--- src/rtl/next_pc_unit.sv ---
// next_pc_unit
// Next-PC generator for the fetch stage. It predicts the next fetch address
// from a direct-mapped BTB with 2-bit saturating counters, trains the BTB
// from execute-stage resolutions, and redirects fetch on a mispredict. A
// redirect that arrives while fetch is stalled is held until the stall ends.
//
// Ports
//   CLK, RESET        : clock, synchronous active-high reset
//   PCF, StallF       : current fetch PC and fetch stall
//   ResolveE, PCE, TakenE, TargetE, PredTakenE, PredTargetE
//                     : execute-stage branch resolution and its carried prediction
//   PC                : next fetch address (to the fetch PC register)
//   PredTakenF, PredTargetF : prediction for PCF
//   RedirectE         : mispredict detected this cycle
//   BranchCount, MispredictCount : 32-bit wrapping event counters
module next_pc_unit #(
  parameter int SIZE    = 32,
  parameter int ENTRIES = 16
) (
  input  logic            CLK,
  input  logic            RESET,
  input  logic [SIZE-1:0] PCF,
  input  logic            StallF,
  input  logic            ResolveE,
  input  logic [SIZE-1:0] PCE,
  input  logic            TakenE,
  input  logic [SIZE-1:0] TargetE,
  input  logic            PredTakenE,
  input  logic [SIZE-1:0] PredTargetE,
  output logic [SIZE-1:0] PC,
  output logic            PredTakenF,
  output logic [SIZE-1:0] PredTargetF,
  output logic            RedirectE,
  output logic [31:0]     BranchCount,
  output logic [31:0]     MispredictCount
);

  localparam int IDX  = $clog2(ENTRIES);
  localparam int TAGW = SIZE - IDX - 2;
  localparam logic [SIZE-1:0] FOUR = SIZE'(32'd4);

  // BTB storage
  logic            valid_q [ENTRIES];
  logic [TAGW-1:0] tag_q   [ENTRIES];
  logic [SIZE-1:0] tgt_q   [ENTRIES];
  logic [1:0]      ctr_q   [ENTRIES];

  // Pending redirect and event counters
  logic            pend_q,  pend_d;
  logic [SIZE-1:0] pend_pc_q, pend_pc_d;
  logic [31:0]     branch_cnt_q, branch_cnt_d;
  logic [31:0]     mis_cnt_q, mis_cnt_d;

  // Lookup-side decode
  logic [IDX-1:0]  f_idx_s;
  logic [TAGW-1:0] f_tag_s;
  logic            f_hit_s;
  logic [SIZE-1:0] pcf_plus4_s;

  // Resolve-side decode
  logic [IDX-1:0]  e_idx_s;
  logic [TAGW-1:0] e_tag_s;
  logic            e_hit_s;
  logic            mis_s;
  logic [SIZE-1:0] correct_pc_s;

  // Single-entry write port for the BTB
  logic            wr_en_s;
  logic [TAGW-1:0] wr_tag_s;
  logic [SIZE-1:0] wr_tgt_s;
  logic [1:0]      wr_ctr_s;

  assign f_idx_s     = PCF[IDX+1:2];
  assign f_tag_s     = PCF[SIZE-1:IDX+2];
  assign pcf_plus4_s = PCF + FOUR;
  assign e_idx_s     = PCE[IDX+1:2];
  assign e_tag_s     = PCE[SIZE-1:IDX+2];

  // Lookup: the array read uses pre-update contents within the same cycle
  always_comb begin
    f_hit_s     = valid_q[f_idx_s] && (tag_q[f_idx_s] == f_tag_s);
    PredTakenF  = f_hit_s && ctr_q[f_idx_s][1];
    if (f_hit_s) begin
      PredTargetF = tgt_q[f_idx_s];
    end else begin
      PredTargetF = pcf_plus4_s;
    end
  end

  // Mispredict detection and the architecturally correct next PC
  always_comb begin
    mis_s = ResolveE && ((TakenE != PredTakenE) ||
                         (TakenE && (PredTargetE != TargetE)));
    RedirectE = mis_s;
    if (TakenE) begin
      correct_pc_s = TargetE;
    end else begin
      correct_pc_s = PCE + FOUR;
    end
  end

  // Next-PC selection: mispredict beats a held redirect, which beats prediction
  always_comb begin
    if (mis_s) begin
      PC = correct_pc_s;
    end else if (pend_q) begin
      PC = pend_pc_q;
    end else if (PredTakenF) begin
      PC = PredTargetF;
    end else begin
      PC = pcf_plus4_s;
    end
  end

  // Pending redirect: newest mispredict under stall wins; cleared once unstalled
  always_comb begin
    pend_d    = pend_q;
    pend_pc_d = pend_pc_q;
    if (mis_s && StallF) begin
      pend_d    = 1'b1;
      pend_pc_d = correct_pc_s;
    end else if (!StallF) begin
      pend_d    = 1'b0;
    end else begin
      pend_d    = pend_q;
    end
  end

  // BTB training: hits adjust the counter, taken misses allocate over the occupant
  always_comb begin
    e_hit_s  = valid_q[e_idx_s] && (tag_q[e_idx_s] == e_tag_s);
    wr_en_s  = 1'b0;
    wr_tag_s = e_tag_s;
    wr_tgt_s = tgt_q[e_idx_s];
    wr_ctr_s = ctr_q[e_idx_s];
    if (ResolveE && e_hit_s) begin
      wr_en_s = 1'b1;
      if (TakenE) begin
        wr_tgt_s = TargetE;
        if (ctr_q[e_idx_s] != 2'b11) begin
          wr_ctr_s = ctr_q[e_idx_s] + 2'b01;
        end else begin
          wr_ctr_s = 2'b11;
        end
      end else begin
        if (ctr_q[e_idx_s] != 2'b00) begin
          wr_ctr_s = ctr_q[e_idx_s] - 2'b01;
        end else begin
          wr_ctr_s = 2'b00;
        end
      end
    end else if (ResolveE && TakenE) begin
      wr_en_s  = 1'b1;
      wr_tgt_s = TargetE;
      wr_ctr_s = 2'b10;
    end else begin
      wr_en_s  = 1'b0;
    end
  end

  // Event counters wrap naturally at 32 bits
  always_comb begin
    branch_cnt_d = branch_cnt_q;
    mis_cnt_d    = mis_cnt_q;
    if (ResolveE) begin
      branch_cnt_d = branch_cnt_q + 32'd1;
    end else begin
      branch_cnt_d = branch_cnt_q;
    end
    if (mis_s) begin
      mis_cnt_d = mis_cnt_q + 32'd1;
    end else begin
      mis_cnt_d = mis_cnt_q;
    end
  end

  // BTB array state; reset discards any update presented in the same cycle
  always_ff @(posedge CLK) begin
    if (RESET) begin
      for (int i = 0; i < ENTRIES; i++) begin
        valid_q[i] <= 1'b0;
        tag_q[i]   <= '0;
        tgt_q[i]   <= '0;
        ctr_q[i]   <= 2'b01;
      end
    end else if (wr_en_s) begin
      valid_q[e_idx_s] <= 1'b1;
      tag_q[e_idx_s]   <= wr_tag_s;
      tgt_q[e_idx_s]   <= wr_tgt_s;
      ctr_q[e_idx_s]   <= wr_ctr_s;
    end
  end

  // Pending redirect and counter registers
  always_ff @(posedge CLK) begin
    if (RESET) begin
      pend_q       <= 1'b0;
      pend_pc_q    <= '0;
      branch_cnt_q <= 32'd0;
      mis_cnt_q    <= 32'd0;
    end else begin
      pend_q       <= pend_d;
      pend_pc_q    <= pend_pc_d;
      branch_cnt_q <= branch_cnt_d;
      mis_cnt_q    <= mis_cnt_d;
    end
  end

  assign BranchCount     = branch_cnt_q;
  assign MispredictCount = mis_cnt_q;

endmodule

--- config.mk ---
export PLATFORM = sky130hd
export DESIGN_NAME = next_pc_unit
export DESIGN_NICKNAME = d
export VERILOG_FILES = /design/src/rtl/next_pc_unit.sv
export SDC_FILE = /design/constraint.sdc
export NUM_CORES = 2
export LEC_CHECK = 0
export ABC_AREA = 1
export CAP_MARGIN = 10
export CORE_ASPECT_RATIO = 1.75
export CORE_MARGIN = 2
export CORE_UTILIZATION = 65
export DETAILED_ROUTE_END_ITERATION = 8
export GPL_ROUTABILITY_DRIVEN = 1
export GPL_TIMING_DRIVEN = 0
export MAX_ROUTING_LAYER = met4
export PLACE_DENSITY = 0.84
export RECOVER_POWER = 25
export SLEW_MARGIN = 20
export SYNTH_ARGS = -nofsm -noshare
export SYNTH_HDL_FRONTEND = slang
export SYNTH_SLANG_ARGS = --single-unit
--- constraint.sdc ---
create_clock -name CLK -period 8.8 [get_ports CLK]
set_clock_uncertainty 0.05 [all_clocks]
set_input_delay 2.64 -clock CLK [delete_from_list [all_inputs] [get_ports CLK]]
set_output_delay 2.64 -clock CLK [all_outputs]
set_load 0.02 [all_outputs]
==> key figures, run 1 <==
Outcome
  – Status: stopped before the end
  – Failing step: global routing (5_1_grt)
  – Error: [ERROR GRT-0116] Global routing finished with congestion. Check the congestion regions in the DRC Viewer.

Die
  – Initial Utilization: 0.654
  – Number of top-level pins: 264
  – DIE WIDTH: roughly 230 um
  – Site row count: 144
  – Die height: 397 um

GRT
  – GRT overflow: 1,562
  – Tot GR Track Use: 0.799
  – Vias in the first global route: 67,024
  – First-pass GRT wire length: 523,000 um
  – Largest net degree at the start of global routing: 29

Placed design
  – Placer Congestion: 1.30
  – DP HPWL: 224,000 um
  – Dpl cell area: approximately 0.062 mm^2
  – Port bufs: roughly 260
  – Setup WS pre-CTS: -2.25 ns

Yosys
  – Mapped Nets: slightly above 7,000
  – Synthesized instance count: 7,010
  – Yosys cell types: 56
  – Ys async rst share: 0
  – Number of synthesized flops with an enable pin: 960
  – Ys Warns: 0
  – Seq/Total Area, Yosys: 0.541
  – Number of synthesized register bits: 1,073
  – Syn_area_per_cell: 8.20 um^2
  – Post-synthesis instance area: 0.0575 mm^2
  – Ys flop type: edfxtp_1

Clocking
  – CTS buffer count: 94
  – CTS Root Cell: clkbuf_16
  – CTS H-tree lvls: 3
  – CTS max path bufs: 3
  – Clk sinks: approximately 1,100
  – Hold-fix buffers, CTS: 0
## synthesized netlist by cell type (16+ instances only)
cell / n / area share
nor2_1: 1690 / 0.11
nand2_1: 1431 / 0.093
edfxtp_1: 960 / 0.50
o21ai_0: 575 / 0.050
inv_1: 466 / 0.030
nand3_1: 309 / 0.027
clkbuf_1: 304 / 0.020
a21oi_1: 252 / 0.022
buf_2: 147 / 0.013
dfxtp_1: 113 / 0.039
o22ai_1: 106 / 0.012
o211ai_1: 100 / 0.013
xor2_1: 81 / 0.012
nor3_1: 64 / 0.0056
o21ai_1: 55 / 0.0048
clkinv_1: 48 / 0.0031
nand4_1: 45 / 0.0049
a31oi_1: 37 / 0.0040
buf_6: 29 / 0.0057
a221oi_1: 25 / 0.0038
buf_1: 23 / 0.0015
nor2_2: 18 / 0.0020
nor4_1: 16 / 0.0017
## per-layer routing
metal,global-route usage,GRT overflow
met3,0.588,40
met2,0.993,1022
met4,0.836,488
met5,-,-
met1,0.753,12
## stage by stage
step / cells / TNS, ns / hold slack, ns
CTS: 8638 / -0.0979 / 0.419
detailed placement: 8460 / -125.54 / 0.408
global placement: 8435 / -323.74 / 0.404
floorplan: 7010 / 0 / 0.391
## logic make-up after synthesis
family / count (synthesis) / synth area share
adder cells (fa/ha/maj): 7 / 0.00152
multiplexers: 1 / 0.000174
AO/OA/AOI/OAI: 1185 / 0.115
AND/OR/NAND/NOR: 3613 / 0.253
buffers and inverters: 1035 / 0.0752
flip-flops: 1073 / 0.541
XOR/XNOR: 96 / 0.0146
## what timing repair did
item | in CTS
setup buffers | 4
endpoints found under the hold margin | 0
endpoints found under the setup margin | 66
pin swaps | 8
cloned | 0
gates resized for setup | 603
==> run 2: changes to the inputs <==
Settings changed: CORE_ASPECT_RATIO 1.75 to default, CORE_UTILIZATION 65 to 40, MAX_ROUTING_LAYER met4 to default, PLACE_DENSITY 0.84 to default, PLACE_DENSITY_LB_ADDON from default to 0.15.
==> run 2 against run 1 <==
Compared with the run above:
- the flow now finishes, with violations (setup timing)
- synthesized cell count stayed put
- synthesized area stayed put
==> key figures, run 2 <==
Outcome
  – Status: finished with violations
  – Failing checks: setup timing

Placed design
  – Dpl cell area: 0.0632 mm^2 (+1.6%)
  – Port bufs: 257 (unchanged)
  – Setup WS pre-CTS: -2.58 ns (-0.330 ns)
  – Dpl cells: 9,202 (+8.8%)
  – DP HPWL: 222,000 um (-1.1%)
  – Placer Congestion: 1.03 (-20%)

Final layout
  – Max FFs per register: roughly 510
  – Share of cells above drive strength 1: 0.107
  – Leading cell types in the layout, fill and taps excluded: nor2_1, nand2_1, edfxtp_1, o21ai_0, inv_1
  – # nets final: 7,585
  – Finished Cell Area: between 0.06 and 0.07 mm^2
  – Registers with the most flip-flops: tgt_q x512, tag_q x416
  – Largest reg by FF count: tgt_q
  – Commonest non-fill, non-tap cell in the layout: nor2_1
  – Area growth syn-to-layout: 20.6%
  – Non-Filler Instances: 9,456
  – Fin util: 0.484

Worst setup path
  – CP max FO: 10
  – Crit-path most repeated cell: nand2_1
  – Required @ worst endpoint: 6.11 ns
  – R2R Path Start: tag_q[1][11]
  – Critical path class: input pin to primary output
  – Worst setup path start: PCF[2]
  – Cell Chain, Critical Path: buf_4 -> buf_12 -> buf_6 -> buf_6 -> nand2_1 -> nand3_1 -> nand3_1 -> nand3_2 -> nand3_1 -> nand2_1 -> nand2_1 -> nor2_1 -> nand2_1 -> nor2_4 -> nand2_2 -> nor2_2 -> buf_6 -> buf_6 -> nand2_1 -> nand3_1 -> a21oi_1 -> dlygate4sd2_1
  – CP Launch Type: input pin
  – Slowest CP cell: dlygate4sd2_1
  – Critical Path Sink Type: primary output
  – Arr. time, crit path: 6.13 ns
  – CP max stage delay: 0.33 ns
  – FF-to-FF path depth: 19

Yosys
  – Top cell type's share of synthesized area: 0.502 (unchanged)
  – Post-synth top cells: nor2_1, nand2_1, edfxtp_1, o21ai_0, inv_1
  – Ys flop type: edfxtp_1
  – Number of synthesized flops with an enable pin: 960 (unchanged)
  – Seq/Total Area, Yosys: 0.541 (unchanged)
  – Ys Warns: 0 (unchanged)
  – Ranking of synthesized cells by area: edfxtp_1, nor2_1, nand2_1, o21ai_0, dfxtp_1
  – Ys async rst share: 0 (unchanged)
  – Synthesized instance count: 7,010 (unchanged)
  – Syn_area_per_cell: 8.20 um^2 (unchanged)
  – Number of synthesized register bits: 1,073 (unchanged)
  – Post-synthesis instance area: 0.0575 mm^2 (unchanged)
  – Synth area leader: edfxtp_1
  – Top-count cell post-synth: nor2_1
  – Yosys cell types: 56 (unchanged)
  – Mapped Nets: 7,151 (unchanged)

Job
  – Max-cap violations: 0

Clocking
  – Hold-fix buffers, CTS: 0 (unchanged)
  – Clk sinks: 1,073 (unchanged)
  – Worst-path clk slew: 0.06 ns
  – CTS max path bufs: 3 (unchanged)
  – CTS Root Cell: clkbuf_16
  – CTS buffer count: 130 (+38%)
  – CTS tree: yes
  – CTS H-tree lvls: 4 (+1)
  – Clock latency on the worst-skew pair: between 0.8 and 0.9 ns

GRT
  – Largest net degree at the start of global routing: 29
  – GRT overflow: 0
  – Tot GR Track Use: 0.404
  – Initial antenna violation count: 22
  – First-pass GRT wire length: 411,000 um
  – Vias in the first global route: 52,207

Detailed routing
  – Wirelength per Cell: 32.2 um
  – Drt via density: 5.99
  – Pre-antenna DRT Iters: 8
  – Drt first-iter violations: 8,721
  – Wire length on met2: 131,000 um
  – # DRC: 0
  – Routed wl met3: roughly 34,000 um
  – Final WL: about 300,000 um
  – Via Count: 56,606
  – Final ANT Viol Nets: 0
  – WL met1: roughly 110,000 um
  – Top layer in use: met5

Die
  – Die Area: roughly 0.15 mm^2
  – Die height: 383 um (-3.6%)
  – Site row count: 139 (-3.5%)
  – Initial Utilization: 0.402 (-0.252)
  – DIE WIDTH: 383 um (+67%)
  – Number of top-level pins: 264 (unchanged)
  – Core area: 0.143 mm^2

Power
  – Final Power: 13.4 mW
  – Max VDD drop: 0.156 mV
  – LEAKAGE: 27.7 nW
  – P per Cell Area: 193 mW/mm^2

STA
  – Fmax: 113 MHz
  – Worst-margin pin slew: 1.37 ns
  – Relative slew slack: 0.0843
  – Pins Over Slew Limit: 0
  – # setup viols final: 4
  – Final critical-path required period: between 8 and 9 ns
  – Hold Violations, Final: 0
  – Worst setup margin: -0.0195 ns
  – Final period util: 1.00
  – RSZ-0062 raised after global routing: yes

Hold path
  – Hold crit path type: flip-flop to flip-flop
  – Worst hold stages: 2
  – Hold_sp: valid_q[7]
run 2: cell type report:
| cell class | instances | area (um^2) |
|---|---|---|
| clock inverter | 51 | 623 |
| sequential | 1073 | 31100 |
| multi-input combinational | 4902 | 23100 |
| timing repair buffer | 303 | 3260 |
| tap | 1903 | 2380 |
| clock buffer | 177 | 3520 |
| inverter | 525 | 2000 |
| fill | 13963 | 73800 |
| antenna | 13 | 32.5 |
| buffer | 509 | 3300 |
run 2: critical path, delay by kind of cell:
kind | cells | cell delay, ns
and+or+nand+nor | 14 | 1.80
buffers and inverters | 7 | 1.53
AOI/OAI and AO/OA | 1 | 0.09
run 2: final timing paths:
path,slack (ns),end
worst max-delay path,-0.02,PC[30]
worst min-delay path,0.43,valid_q[7]
worst min register to register,0.43,valid_q[7]
worst max register to register,4.01,tag_q[8][14]
run 2: metal layers:
| layer | up-vias | GRT usage |
|---|---|---|
| li1 | 24181 | - |
| met1 | 27211 | 0.505 |
| met2 | 4082 | 0.610 |
| met3 | 1116 | 0.0910 |
| met4 | 16 | 0.307 |
| met5 | - | 0 |
run 2: power by group:
group          internal [mW]  total, mW  switching (mW)
logic                  0.538       2.11            1.58
clock network           3.00       5.41            2.41
registers               5.79       5.88          0.0900
run 2: logic make-up (layout without fill, tap and decap cells):
| group | Yosys count | count (layout) | share of synthesized area |
|---|---|---|---|
| XOR/XNOR | 96 | 96 | 0.0146 |
| multiplexers | 1 | 1 | 0.000174 |
| AND/OR/NAND/NOR | 3613 | 3613 | 0.253 |
| flip-flops | 1073 | 1073 | 0.541 |
| other | 0 | 13 | 0 |
| buffers and inverters | 1035 | 1565 | 0.0752 |
| adder cells (fa/ha/maj) | 7 | 7 | 0.00152 |
| AO/OA/AOI/OAI | 1185 | 1185 | 0.115 |
run 2: per-stage QoR:
stage	hold slack (ns)	TNS, ns
6_report	0.428	-0.0573
5_1_grt	0.445	-0.207
4_1_cts	0.419	0
3_5_place_dp	0.409	-150.24
3_3_place_gp	0.406	-251.03
2_1_floorplan	0.391	0
run 2: repair_timing:
action	in CTS	in global routing
endpoints found under the hold margin	0	0
setup buffers	6	8
endpoints found under the setup margin	66	66
pin swaps	9	9
resized for setup	605	156
Power figures use the tool's default switching activity.
